$ cat src/rtl/target_hit_driver_pkg.sv
// Shared game definitions: FSM state codes, LFSR feedback taps and the
// score counter's sample period, which also sets the hit pulse width.
package target_hit_driver_pkg;

    typedef enum logic [1:0] {
        ST_IDLE  = 2'd0,
        ST_ARMED = 2'd1,
        ST_HIT   = 2'd2,
        ST_MISS  = 2'd3
    } game_state_e;

    // Taps 16,14,13,11 of a 16-bit Fibonacci LFSR, shifting toward the MSB
    localparam logic [15:0] LFSR_TAPS = 16'hB400;

    localparam int unsigned SAMPLE_PERIOD = 32'd20000002;

    function automatic logic [15:0] lfsr_next(input logic [15:0] s);
        return {s[14:0], ^(s & LFSR_TAPS)};
    endfunction

endpackage

$ cat src/rtl/target_hit_driver_debouncer.sv
// Button conditioner: two-flop synchronizer followed by a stable-count filter.
// 'clean' follows 'raw' only after it has differed for DEBOUNCE consecutive cycles.
module button_debouncer #(
    parameter int unsigned DEBOUNCE = 500000
) (
    input  logic clock,
    input  logic reset,
    input  logic raw,
    output logic clean
);

    logic        sync1_q, sync2_q;
    logic        clean_q;
    logic [31:0] cnt_q;

    always_ff @(posedge clock) begin
        if (reset) begin
            sync1_q <= 1'b0;
            sync2_q <= 1'b0;
            clean_q <= 1'b0;
            cnt_q   <= '0;
        end else begin
            sync1_q <= raw;
            sync2_q <= sync1_q;
            if (sync2_q == clean_q) begin
                cnt_q <= '0;
            end else if (cnt_q + 32'd1 >= DEBOUNCE) begin
                clean_q <= sync2_q;
                cnt_q   <= '0;
            end else begin
                cnt_q <= cnt_q + 32'd1;
            end
        end
    end

    assign clean = clean_q;

endmodule

$ cat src/rtl/target_hit_driver.sv
// Reaction-game source for the score counter: lights the target after a random
// delay and turns an in-window debounced press into a HOLD_CYCLES-wide hit level.
module target_hit_driver
    import target_hit_driver_pkg::*;
#(
    parameter int unsigned HOLD_CYCLES = SAMPLE_PERIOD,
    parameter int unsigned WINDOW      = 50000000,
    parameter int unsigned MIN_DELAY   = 25000000,
    parameter int unsigned DELAY_SHIFT = 17,
    parameter int unsigned DEBOUNCE    = 500000,
    parameter logic [15:0] SEED        = 16'hACE1
) (
    input  logic       clock,
    input  logic       reset,
    input  logic       en,
    input  logic       button,
    output logic       target_led,
    output logic       hit,
    output logic       miss,
    output logic [1:0] state
);

    game_state_e state_q, state_d;
    logic [15:0] lfsr_q;
    logic        load_q, load_d;
    logic [31:0] delay_q, delay_d;
    logic [31:0] win_q, win_d;
    logic [31:0] hold_q, hold_d;
    logic        led_q, hit_q, miss_q;
    logic        clean, clean_prev_q, press;
    logic [31:0] new_delay, dly_cur;

    button_debouncer #(.DEBOUNCE(DEBOUNCE)) u_btn (
        .clock (clock),
        .reset (reset),
        .raw   (button),
        .clean (clean)
    );

    assign press     = clean & ~clean_prev_q;
    assign new_delay = 32'(MIN_DELAY) + ({24'd0, lfsr_q[7:0]} << DELAY_SHIFT);
    // The first IDLE cycle counts with the freshly drawn delay as its value
    assign dly_cur   = load_q ? new_delay : delay_q;

    always_comb begin
        state_d = state_q;
        load_d  = 1'b0;
        delay_d = delay_q;
        win_d   = win_q;
        hold_d  = hold_q;
        if (!en) begin
            state_d = ST_IDLE;
            load_d  = 1'b1;
            delay_d = '0;
            win_d   = '0;
            hold_d  = '0;
        end else begin
            unique case (state_q)
                ST_IDLE: begin
                    if (dly_cur <= 32'd1) begin
                        state_d = ST_ARMED;
                        delay_d = '0;
                        win_d   = 32'(WINDOW);
                    end else begin
                        delay_d = dly_cur - 32'd1;
                    end
                end
                ST_ARMED: begin
                    // A press landing on the expiry cycle still scores
                    if (press) begin
                        state_d = ST_HIT;
                        win_d   = '0;
                        hold_d  = 32'(HOLD_CYCLES);
                    end else if (win_q <= 32'd1) begin
                        state_d = ST_MISS;
                        win_d   = '0;
                    end else begin
                        win_d = win_q - 32'd1;
                    end
                end
                ST_HIT: begin
                    if (hold_q <= 32'd1) begin
                        state_d = ST_IDLE;
                        load_d  = 1'b1;
                        hold_d  = '0;
                    end else begin
                        hold_d = hold_q - 32'd1;
                    end
                end
                ST_MISS: begin
                    state_d = ST_IDLE;
                    load_d  = 1'b1;
                end
                default: begin
                    state_d = ST_IDLE;
                    load_d  = 1'b1;
                end
            endcase
        end
    end

    always_ff @(posedge clock) begin
        if (reset) begin
            lfsr_q       <= SEED;
            state_q      <= ST_IDLE;
            load_q       <= 1'b1;
            delay_q      <= '0;
            win_q        <= '0;
            hold_q       <= '0;
            led_q        <= 1'b0;
            hit_q        <= 1'b0;
            miss_q       <= 1'b0;
            clean_prev_q <= 1'b0;
        end else begin
            lfsr_q       <= lfsr_next(lfsr_q);
            state_q      <= state_d;
            load_q       <= load_d;
            delay_q      <= delay_d;
            win_q        <= win_d;
            hold_q       <= hold_d;
            led_q        <= (state_d == ST_ARMED);
            hit_q        <= (state_d == ST_HIT);
            miss_q       <= (state_d == ST_MISS);
            clean_prev_q <= clean;
        end
    end

    assign target_led = led_q;
    assign hit        = hit_q;
    assign miss       = miss_q;
    assign state      = state_q;

endmodule
$ cat config.mk
export PLATFORM = sky130hd
export DESIGN_NAME = target_hit_driver
export DESIGN_NICKNAME = d
export VERILOG_FILES = /design/src/rtl/target_hit_driver_pkg.sv /design/src/rtl/target_hit_driver_debouncer.sv /design/src/rtl/target_hit_driver.sv
export SDC_FILE = /design/constraint.sdc
export NUM_CORES = 1
export LEC_CHECK = 0
export BUFFER_PORTS_ARGS = -buffer_cell sky130_fd_sc_hd__clkbuf_2
export CORE_MARGIN = 3
export CORE_UTILIZATION = 39
export CTS_CLUSTER_DIAMETER = 50
export DETAILED_ROUTE_END_ITERATION = 6
export PLACE_DENSITY = 0.54
export SYNTH_ARGS = -nofsm -noshare
export SYNTH_HDL_FRONTEND = slang
export SYNTH_HIERARCHICAL = 1
export SYNTH_SLANG_ARGS = --single-unit
$ cat constraint.sdc
create_clock -name clock -period 8.2 [get_ports clock]
set_input_delay 0.41 -clock clock [delete_from_list [all_inputs] [get_ports clock]]
set_output_delay 0.41 -clock clock [all_outputs]
set_load 0.03 [all_outputs]
==> results.md <==
* Worst slew pin tran at approximately 1200 ps
* Final hold slack at between 200 and 300 ps
* Max Slew Vio Count at 0
* Mapped Area at about 8000 um^2
* CP Capture Type: register
* DRC violation total after the first TritonRoute iteration at ~540
* Warnings from Yosys at 6
* Crit path launch: load_q
* Gate Count Post-Synth at 1004
* Row cnt at between 50 and 60
* Startpoint types: register
* Post-CTS sizing at 0
* CTS Hold Bufs at 0
* Post-synth top flop: dfxtp_1
* Vias in the first global route at about 6600
* Initial antenna violation count at 0
* Port buffer count at 8
* Period utilization at 0.478
* Per-cell routed wire length at roughly 16 um
* Htree depth at 4
* Die Y at 150 um
* Worst EP arrival at approximately 4300 ps
* Final nets at ~1000
* Hold Crit Class: input pin to register
* Fmax at 255 MHz
* Reg2reg setup slack at ~4300 ps
* Crit path kind: register to register
* Pwr dens at 187 nW/um^2
* Global-route usage over all layers at 0.187
* DRT Wirelength at approximately 20000 um
* CTS Sinks at roughly 150
* Grt total ovfl at 0
* Count of flip-flops with a built-in enable after synthesis at 0
* TNS Setup at 0 ps
* CTS buffer count at 17
* Final setup violation count at 0
* WP data required at roughly 8600 ps
* Final ANT Viol Nets at 0
* Reg2reg path depth at 10
* Largest net degree at the start of global routing at 38
* Later-pin clock latency in the skew report at about 430 ps
* Hpwl dp at roughly 14000 um
* Worst-path clk slew at approximately 60 ps
* Final period demand of the worst path at between 3000 and 4000 ps
* Detailed-route DRC error count at 0
* Final Skew at 11.0 ps
* 1st-pass router iterations at 5
* Die width at 150 um
* Root Buffer: clkbuf_16
* Vias per cell at about 5.7
* Die footprint at between 20000 and 25000 um^2
* RSZ-0062 raised after global routing: no
* Rel. slew slack at 0.198
* Worst VDD drop at 115 uV
* Leakage Power at ~3.2 nW
* Final GP Congestion at 0.795
* Mapped Avg Cell Area at roughly 8.0 um^2
* Fill cells at 2078
* Max FO, Critical Path at 37
* Asr flop ratio synth at 0
* Clock Tree Buf Depth at 2
* Number of synthesized register bits at roughly 150
* Worst r2r src: load_q
* Run status: finished, final reports clean
* Diodes inserted at 0
* Top-Level Pins at 9
* End of the critical path: delay_q[22]
* Sequential-to-total area share from yosys stat at 0.382
* P&R area growth vs syn at 10.2%
* Via Count at slightly above 7000
* Final count of hold timing violations at 0
* CTS tree: yes
* Max-cap violations at 0
* Post-CTS setup buffer count at 0
* Sequential Area at slightly above 3000 um^2
* Worst r2r dst: delay_q[22]
* Layout cells sized above 1 at 0.0938
* Global-route wire length before repair at around 35000 um
* Initial Utilization at 0.398
* Count of cell types in the netlist at between 90 and 100
* Area of the multi-input gates at roughly 4700 um^2
* Core Area at between 20000 and 25000 um^2
-- per-stage QoR --
| stage | setup slack [ps] | cell area (um^2) | std cells | util | power, mW |
|---|---|---|---|---|---|
| floorplan | 4940 | 8120 | 1016 | - | 0.868 |
| global placement | 4410 | 8320 | 1251 | 0.410 | 0.891 |
| detailed placement | 4360 | 8320 | 1251 | 0.410 | 0.891 |
| CTS | 4290 | 8900 | 1283 | 0.438 | 1.68 |
| global route | 3900 | 8900 | 1283 | 0.438 | 1.73 |
| finish | 4280 | 8900 | 1283 | 0.438 | 1.66 |
-- power breakdown --
part           internal, mW  total, mW  switching (mW)
combinational        0.0364     0.0904          0.0540
clock                 0.442      0.788           0.346
sequential            0.765      0.784          0.0184
-- kinds of logic (layout without fill, tap and decap cells) --
family / count (synthesis) / count (layout) / share of synthesized area
and+or+nand+nor: 481 / 481 / 0.318
AOI/OAI and AO/OA: 260 / 260 / 0.213
DFF: 154 / 154 / 0.382
buffers and inverters: 66 / 63 / 0.0366
xor gates and xnor gates: 30 / 30 / 0.0325
adders and majority gates: 8 / 8 / 0.0124
muxes: 4 / 4 / 0.00496
other: 1 / 13 / 0.000464
-- area by class of cell --
class	instances	area share
well taps	270	0.0380
clock inverters	13	0.0148
flip-flops and latches	154	0.346
inverters	18	0.00759
clock buffers	19	0.0509
repair buffers	13	0.00872
multi-input cells	796	0.534
-- cell usage after synthesis (17+ instances only) --
cell        n  area share
a21oi_1    61       0.038
a31oi_1    22       0.017
clkbuf_1   34       0.016
dfxtp_1   154        0.38
inv_1      17      0.0079
nand2_1    84       0.039
nand2b_1   19       0.015
nand3_1    26       0.016
nand4_1    17       0.013
nor2_1    117       0.054
nor3_1     66       0.041
nor4_1     31       0.024
o21ai_0    73       0.045
or3_1      21       0.016
xnor2_1    18       0.020
-- sequential cells by signal (all words and copies together), names as in the netlist --
| register | count |
|---|---|
| u_btn/sync1_q | 1 |
| target_led | 1 |
| u_btn/clean | 1 |
| lfsr_q | 16 |
| miss | 1 |
| hold_q | 32 |
| win_q | 32 |
| hit | 1 |
| u_btn/cnt_q | 32 |
| state | 2 |
| delay_q | 32 |
| clean_prev_q | 1 |
| load_q | 1 |
| u_btn/sync2_q | 1 |
-- layout by cell type (no fill, tap or decap), types with 18 or more instances in the layout --
cell type    n
xnor2_1     18
a21oi_1     61
nor3_1      66
or3_1       21
a31oi_1     22
o21ai_0     73
nand2_1     84
dfxtp_1    154
nand2b_1    18
nor4_1      31
nand3_1     26
nor2_1     116
-- worst max-delay path, cell delays in order, from the launching register on --
cell	delay (ps)
dfxtp_1	310
buf_4	340
clkinv_1	580
nand2_1	300
ha_1	330
or3b_2	510
nor3_1	400
nand4_1	270
or4_1	450
a311oi_1	270
a21o_1	110
-- per-layer routing --
layer | track usage | wire [um]
met1 | 0.278 | 10500
met2 | 0.275 | 8790
met3 | 0.0376 | 811
met4 | 0.0462 | 224
met5 | 0 | 0
-- how the worst min path moves through the flow --
stage	depth (start not counted)	slack (ps)	to	from
6_report	2	250	u_btn/sync1_q	button
5_1_grt	2	240	u_btn/sync1_q	button
4_1_cts	2	240	u_btn/sync1_q	button
3_5_place_dp	1	400	lfsr_q[15]	lfsr_q[14]
3_3_place_gp	1	390	lfsr_q[10]	lfsr_q[9]
2_1_floorplan	1	390	lfsr_q[10]	lfsr_q[9]
Note: power is estimated with default switching activity, not from simulation.
